==> config.mk <==
export PLATFORM = sky130hd
export DESIGN_NAME = uart_rx_flat
export DESIGN_NICKNAME = d
export VERILOG_FILES = /design/src/rtl/uart_rx_if.sv /design/src/rtl/uart_rx.sv /design/src/flat_wrapper.sv
export SDC_FILE = /design/constraint.sdc
export NUM_CORES = 1
export LEC_CHECK = 0
export ABC_AREA = 0
export BUFFER_PORTS_ARGS = -buffer_cell sky130_fd_sc_hd__clkbuf_2
export CORE_UTILIZATION = 48
export CTS_CLUSTER_SIZE = 28
export DETAILED_ROUTE_END_ITERATION = 10
export PLACE_DENSITY = 0.73
export SYNTH_ARGS = -nofsm -noshare
export SYNTH_HDL_FRONTEND = slang
export SYNTH_SLANG_ARGS = --single-unit
==> constraint.sdc <==
create_clock -name clk -period 2 [get_ports clk]
set_input_delay 0.3 -clock clk [delete_from_list [all_inputs] [get_ports clk]]
set_output_delay 0.3 -clock clk [all_outputs]
set_load 0.01 [all_outputs]
==> src/rtl/uart_rx_if.sv <==
// Receive-side output bundle of uart_rx: received byte, status pulses and busy.
// Carries parity_err_o only when UART_RX_PARITY_EN is defined.
interface uart_rx_if;
    logic [7:0] rx_data_o;
    logic       recv_flag_o;
    logic       frame_err_o;
    logic       busy_o;
`ifdef UART_RX_PARITY_EN
    logic       parity_err_o;

    modport master (output rx_data_o, recv_flag_o, frame_err_o, busy_o, parity_err_o);
    modport slave  (input  rx_data_o, recv_flag_o, frame_err_o, busy_o, parity_err_o);
`else
    modport master (output rx_data_o, recv_flag_o, frame_err_o, busy_o);
    modport slave  (input  rx_data_o, recv_flag_o, frame_err_o, busy_o);
`endif
endinterface

==> src/rtl/uart_rx.sv <==
// UART receiver, 8N1 LSB first, with an internal bit-period counter.
// Define UART_RX_PARITY_EN to add an even-parity bit and the parity_err_o pulse.
module uart_rx #(
    parameter int unsigned CLK_FREQ = 50000000,
    parameter int unsigned BAUD     = 115200
) (
    input  logic      clk,
    input  logic      rst,
    input  logic      ttl_rx_i,
    uart_rx_if.master bus
);
    localparam int unsigned BIT_CNT  = CLK_FREQ / BAUD;
    localparam int unsigned HALF_CNT = BIT_CNT / 2;
    localparam int unsigned CntW     = $clog2(BIT_CNT);

    typedef enum logic [2:0] {
        StIdle, StStart, StData, StParity, StStop, StWaitHigh
    } state_e;

    state_e          state_q, state_d;
    logic [2:0]      sync_q;
    logic [CntW-1:0] cnt_q, cnt_d, term_cnt;
    logic [2:0]      bit_idx_q, bit_idx_d;
    logic [7:0]      shift_q, shift_d;
    logic [7:0]      data_q, data_d;
    logic            recv_q, recv_d;
    logic            ferr_q, ferr_d;
    logic            rx_s, rx_d, fall, tick;
`ifdef UART_RX_PARITY_EN
    logic            par_q, par_d;
    logic            perr_q, perr_d;
`endif

    // sync_q[1] is the two-flop synchronised line, sync_q[2] its one-cycle delay
    always_ff @(posedge clk or posedge rst) begin
        if (rst) sync_q <= 3'b111;
        else     sync_q <= {sync_q[1:0], ttl_rx_i};
    end

    assign rx_s     = sync_q[1];
    assign rx_d     = sync_q[2];
    assign fall     = rx_d & ~rx_s;
    assign term_cnt = (state_q == StStart) ? CntW'(HALF_CNT - 1) : CntW'(BIT_CNT - 1);
    assign tick     = (state_q != StIdle) && (state_q != StWaitHigh) && (cnt_q == term_cnt);

    always_ff @(posedge clk or posedge rst) begin
        if (rst) state_q <= StIdle;
        else     state_q <= state_d;
    end

    always_comb begin
        state_d = state_q;
        unique case (state_q)
            StIdle:     if (fall) state_d = StStart;
            StStart:    if (tick) state_d = rx_s ? StIdle : StData;
            StData: begin
                if (tick && bit_idx_q == 3'd7) begin
`ifdef UART_RX_PARITY_EN
                    state_d = StParity;
`else
                    state_d = StStop;
`endif
                end
            end
            StParity:   if (tick) state_d = StStop;
            StStop:     if (tick) state_d = rx_s ? StIdle : StWaitHigh;
            StWaitHigh: if (rx_s) state_d = StIdle;
            default:    state_d = StIdle;
        endcase
    end

    always_comb begin
        cnt_d     = (state_d != state_q || tick || state_q == StIdle) ? '0 : cnt_q + CntW'(1);
        bit_idx_d = bit_idx_q;
        shift_d   = shift_q;
        data_d    = data_q;
        recv_d    = 1'b0;
        ferr_d    = 1'b0;
`ifdef UART_RX_PARITY_EN
        par_d     = par_q;
        perr_d    = 1'b0;
`endif
        if (tick) begin
            unique case (state_q)
                StData: begin
                    shift_d[bit_idx_q] = rx_s;
                    bit_idx_d          = bit_idx_q + 3'd1;
                end
`ifdef UART_RX_PARITY_EN
                StParity: par_d = rx_s;
`endif
                StStop: begin
                    if (!rx_s) begin
                        ferr_d = 1'b1;
`ifdef UART_RX_PARITY_EN
                    end else if (^{shift_q, par_q}) begin
                        perr_d = 1'b1;
`endif
                    end else begin
                        recv_d = 1'b1;
                        data_d = shift_q;
                    end
                end
                default: ;
            endcase
        end
    end

    always_ff @(posedge clk or posedge rst) begin
        if (rst) begin
            cnt_q     <= '0;
            bit_idx_q <= '0;
            shift_q   <= '0;
            data_q    <= '0;
            recv_q    <= 1'b0;
            ferr_q    <= 1'b0;
`ifdef UART_RX_PARITY_EN
            par_q     <= 1'b0;
            perr_q    <= 1'b0;
`endif
        end else begin
            cnt_q     <= cnt_d;
            bit_idx_q <= bit_idx_d;
            shift_q   <= shift_d;
            data_q    <= data_d;
            recv_q    <= recv_d;
            ferr_q    <= ferr_d;
`ifdef UART_RX_PARITY_EN
            par_q     <= par_d;
            perr_q    <= perr_d;
`endif
        end
    end

    assign bus.rx_data_o    = data_q;
    assign bus.recv_flag_o  = recv_q;
    assign bus.frame_err_o  = ferr_q;
    assign bus.busy_o       = (state_q != StIdle);
`ifdef UART_RX_PARITY_EN
    assign bus.parity_err_o = perr_q;
`endif
endmodule

==> src/flat_wrapper.sv <==
// flat-port wrapper written by rule: the top's interface ports become plain ports
module uart_rx_flat 
#(
    parameter int unsigned CLK_FREQ = 50000000,
    parameter int unsigned BAUD     = 115200
)
  (clk, rst, ttl_rx_i, bus_rx_data_o, bus_recv_flag_o, bus_frame_err_o, bus_busy_o);
  uart_rx_if bus_i ();
  input  logic clk;
  input  logic rst;
  input  logic ttl_rx_i;
  output wire logic [$bits(bus_i.rx_data_o)-1:0] bus_rx_data_o;
  output wire logic [$bits(bus_i.recv_flag_o)-1:0] bus_recv_flag_o;
  output wire logic [$bits(bus_i.frame_err_o)-1:0] bus_frame_err_o;
  output wire logic [$bits(bus_i.busy_o)-1:0] bus_busy_o;
  assign bus_rx_data_o = bus_i.rx_data_o;
  assign bus_recv_flag_o = bus_i.recv_flag_o;
  assign bus_frame_err_o = bus_i.frame_err_o;
  assign bus_busy_o = bus_i.busy_o;
  uart_rx #(.CLK_FREQ(CLK_FREQ), .BAUD(BAUD)) u_core (.clk(clk), .rst(rst), .ttl_rx_i(ttl_rx_i), .bus(bus_i));
endmodule
# Yosys cells after proc, flatten, opt, wreduce, memory -nomap -nowiden
# Cells that the tools add are included.
# totals
register_bits	36
memories	0
ram_bits	0
output_inout_bits	11
romBits	0
latch_bits	0
# op_classes
n_div	0
mul	0
n_eq_ne	9
bitwise	2
reduce_logical	10
shifts	0
order_cmp	2
n_mux	20
n_addsub	2
# op_table
cell	count
3-bit two-way mux	7
9-bit two-way mux	2
3-bit one-hot mux with 6 select lines	1
9-bit by 1-bit adder with 9-bit output (second input constant)	1
3-bit equality test (second input constant)	3
9-bit equality test	1
8-bit bitwise mux	1
1-bit two-way mux	7
3-bit by 2-bit equality test with 1-bit output (second input constant)	2
1-bit logical AND	4
3-bit by 4-bit less-than comparator with 1-bit output (second input constant)	1
3-bit by 1-bit adder with 3-bit output (second input constant)	1
1-bit demux with 3-bit select	1
3-bit by 1-bit equality test with 1-bit output (second input constant)	1
3-bit by 1-bit >= comparator with 1-bit output (second input constant)	1
3-bit zero test	1
3-bit != test	1
3-bit != test (second input constant)	1
3-bit AND reduction	1
3-bit nonzero test	1
1-bit logical OR	2
2-bit two-way mux	1
2-bit AND reduction	1
1-bit bitwise AND	1
1-bit NOT	1

# Logic depth before layout (Yosys ltp)
# logic_depth
word_depth	11
ltp_mapped	6

# Worst setup path after synthesis
# OpenSTA, ideal clock, no wires.
# synth_path
kind	register to register
from	register u_core.cnt_q[2]
to	register u_core.shift_q[4]
synth_period_minus_slack_ns	1.799
path_stages_with_launch	7
slack_ns	0.201
n_path_buf	2
required_time_ns	1.872
arrival_time_ns	1.672
path_cell_list	dfrtp_1 and4bb_1 buf_4 nand4_1 buf_2 nor4b_2 mux2_1
# synth_between
elab_chain_cells	3
# synth_rtl
element	line_no	source
from (decl)	uart_rx.sv:22	logic [CntW-1:0] cnt_q, cnt_d, term_cnt;
from (signal assigned)	uart_rx.sv:122	cnt_q <= cnt_d;
9-bit equality test	uart_rx.sv:44	assign tick = (state_q != StIdle) && (state_q != StWaitHigh) && (cnt_q == term_cnt);
1-bit logical AND	uart_rx.sv:44	
2-bit AND reduction (no line)	-	
to (signal assigned)	uart_rx.sv:124	shift_q <= shift_d;
to (decl)	uart_rx.sv:24	logic [7:0] shift_q, shift_d;
# Every way passes these cells.
# A chain may end at the register's enable or synchronous reset.

# Worst setup path in the final report
# layout_path
from	register u_core.cnt_q[6]
to	register u_core.shift_q[5]
# The elaborated chain is that of the path after synthesis.

==> impl_metrics.py <==
metrics = {
    "outcome": {
        "outcome": "finished, final reports clean",
    },
    "drt": {
        "vias": 1118,
        "routed_wl_um": 2830,
        "avgRoutedWirePerCell_um": 13.6,
        "drc": 0,
        "final_antenna_net_count": 0,
        "drt-vias-per-instance": 5.38,
        "drt-initial-drc-count": 78,
        "first_pass_iters": 4,
    },
    "hold_path": {
        "holdCritPathClass": "in -> async",
    },
    "final_layout": {
        "diodes": 0,
        "drive_above_1_share_pct": 27.8,
        "area_delta_synth_final_pct": 15.2,
        "num-nets-final": 167,
    },
    "timing": {
        "rsz0062_at_grt": "no",
        "relSlewSlack_pct": 71.1,
        "report.final.setup_viol": 0,
        "skew_ns": 0.00703,
        "timing.final.crit_share_pct": 93.1,
        "drv_slew": 0,
        "hold_violations": 0,
        "tns_ns": 0,
        "period_minus_slack_ns": 1.86,
        "fmax_mhz": 537,
        "worst_pin_slew_ns": 0.433,
    },
    "synth": {
        "synth.net_count": 142,
        "async_reset_ff_share_pct": 100,
        "synth_edf_count": 0,
        "synth_cells": 136,
        "syn_area_um2": 1670,
        "synth_most_common_cell": "dfrtp_1",
        "synth_cell_types": 39,
        "yosys-top-cells-area": "dfrtp_1, mux2_1, dfstp_2, xor2_1, nor4b_2",
        "synth_area_per_cell_um2": 12.3,
        "ys.flop_type": "dfrtp_1",
        "synth_seq_area_share_pct": 54.2,
        "yosys.area.top_type_share_pct": 49.4,
        "synth_commonest_cells": "dfrtp_1, mux2_1, nor2_1",
        "ys_warn_count": 0,
        "ys_seq_elements": 36,
        "synth_area_leader_cell": "dfrtp_1",
    },
    "setup_path": {
        "critPathLaunchType": "flop",
        "r2r_start": "u_core.cnt_q[6]$_DFF_PP0_",
        "rrSetupSlack_ns": 0.14,
        "crit_chain": "and4bb_2, nand4_1, buf_4, nor4b_1, mux2_1",
        "crit_family": "simple AND/OR/NAND/NOR gates",
        "cp_max_fo": 11,
        "cp_num_buf_inv": 1,
        "path_class": "reg -> reg",
        "cp-end-kind": "flop",
        "required_ns": 2.22,
        "cp.arrival_ns": 2.09,
        "critPathSlowestCell": "dfrtp_1",
        "cp_slowest_stage_delay_ns": 0.39,
        "crit_start": "u_core.cnt_q[6]$_DFF_PP0_",
    },
    "cts": {
        "cts_hold_buffers": 0,
        "clockBufferDepth": 2,
        "cts_tree": "done",
        "root_buffer": "clkbuf_4",
        "cts_buffers": 5,
        "insertion_delay_ns": 0.34,
        "post_cts_resized": 0,
        "htree_levels": 2,
        "clock-sinks": 36,
        "post_cts_buffers": 0,
        "path_clk_slew_ns": 0.11,
    },
    "die": {
        "die_width_um": 61.0,
        "core_area_um2": 3340,
        "die_area_um2": 3720,
        "num_io_pins": 14,
        "rows": 21,
        "start_util_pct": 50.1,
        "die_h_um": 61.0,
    },
    "global_route": {
        "grt_usage_pct": 17.9,
        "overflow": 0,
        "grt_pass1_vias": 1019,
        "grt_antenna_before_repair": 0,
        "grt_max_degree": 37,
        "grt_pass1_wl_um": 4620,
    },
    "pwr": {
        "power_frac_seq_pct": 53.8,
        "switchingPower_mw": 0.410,
        "p_int_mw": 1.16,
        "vdd_drop_max_uv": 452,
        "netSwitchingFraction_pct": 26.2,
        "power_frac_comb_pct": 14.9,
        "finalPower_mw": 1.57,
        "clkPwrFrac_pct": 31.4,
        "power_leakage_nw": 0.944,
        "power.density_nw_per_um2": 815,
    },
    "placement": {
        "gp_congestion": 0.814,
        "dp_hpwl_um": 2020,
        "place.port_buffers": 13,
    },
    "flow_run": {
        "drv_cap": 0,
    },
}
[area by class of cell]
type | instances | area (µm²)
tap | 46 | 57.6
inverter | 5 | 18.8
clock inverter | 2 | 35.0
multi-input combinational | 89 | 719
timing repair buffer | 24 | 148
sequential | 36 | 905
clock buffer | 6 | 41.3
fill | 292 | 1410
[path summary, 6_finish.rpt]
check	endpoint	depth (start not counted)
worst max-delay path	u_core.shift_q[5]$_DFFE_PP0P_	5
min in group clk	u_core.sync_q[0]$_DFF_PP1_	1
worst max register to register	u_core.shift_q[5]$_DFFE_PP0P_	5
worst min register to register	u_core.sync_q[1]$_DFF_PP1_	0
worst min-delay path	u_core.bus.rx_data_o[3]$_DFFE_PP0P_	3
max in group asynchronous	u_core.sync_q[1]$_DFF_PP1_	3
[cells in the final DEF (no fill, tap or decap), types with 3 or more instances in the layout]
cell type  instances
dfrtp_1           33
clkbuf_2          13
xor2_1             6
ha_1               3
nand3_1            3
nand4_1            6
clkbuf_4           5
nor4b_2            3
dfstp_2            3
nand2_1            6
mux2_1            16
nor2_1            10
buf_4             11
inv_1              5
nor3_1             4
[kinds of logic after synthesis]
family,share of synthesized area (%)
AOI/OAI and AO/OA,4.49
xor gates and xnor gates,4.19
adders and majority gates,2.25
buffers and inverters,2.77
DFF,54.2
muxes,12.1
and+or+nand+nor,20.0
[power groups by stage]
stage	Clock (mW)	Sequential [mW]	Combinational, mW
global placement	0	0.851	0.227
global route	0.538	0.854	0.263
CTS	0.506	0.843	0.235
detailed placement	0	0.857	0.233
floorplan	0	0.840	0.166
finish	0.492	0.843	0.233
[worst register-to-register path, cell delays in order, from the launching register on]
cell and delay (ns):
dfrtp_1 0.39, and4bb_2 0.38, nand4_1 0.11, buf_4 0.20
nor4b_1 0.32, mux2_1 0.36
[stage by stage]
step / cell area (µm²) / hold WS [ns] / utilization [%] / setup WS, ns / cells
3_3_place_gp: 1850 / 0.349 / 55.4 / 0.147 / 200
4_1_cts: 1920 / 0.0251 / 57.7 / 0.120 / 208
2_1_floorplan: 1670 / 0.304 / - / 0.201 / 136
3_5_place_dp: 1850 / 0.351 / 55.4 / 0.129 / 200
6_report: 1920 / 0.0219 / 57.7 / 0.138 / 208
5_1_grt: 1920 / 0.0117 / 57.7 / 0.0269 / 208
[registers in the layout, summed over array words and instances, names as in the netlist]
signal and count:
u_core.sync_q 3, u_core.shift_q 8, u_core.bus.recv_flag_o 1, u_core.bit_idx_q 3, u_core.state_q 3, u_core.cnt_q 9
u_core.bus.frame_err_o 1, u_core.bus.rx_data_o 8
[metal layers]
layer	share of wire (%)	track usage, %	routed length, µm	vias to the layer above
met5	0	0	0	-
met4	2.0	10.1	57	0
met3	3.7	7.68	105	8
met2	47	25.1	1340	21
met1	47	23.3	1320	549
li1	-	-	-	540
Power figures use the tool's default switching activity.
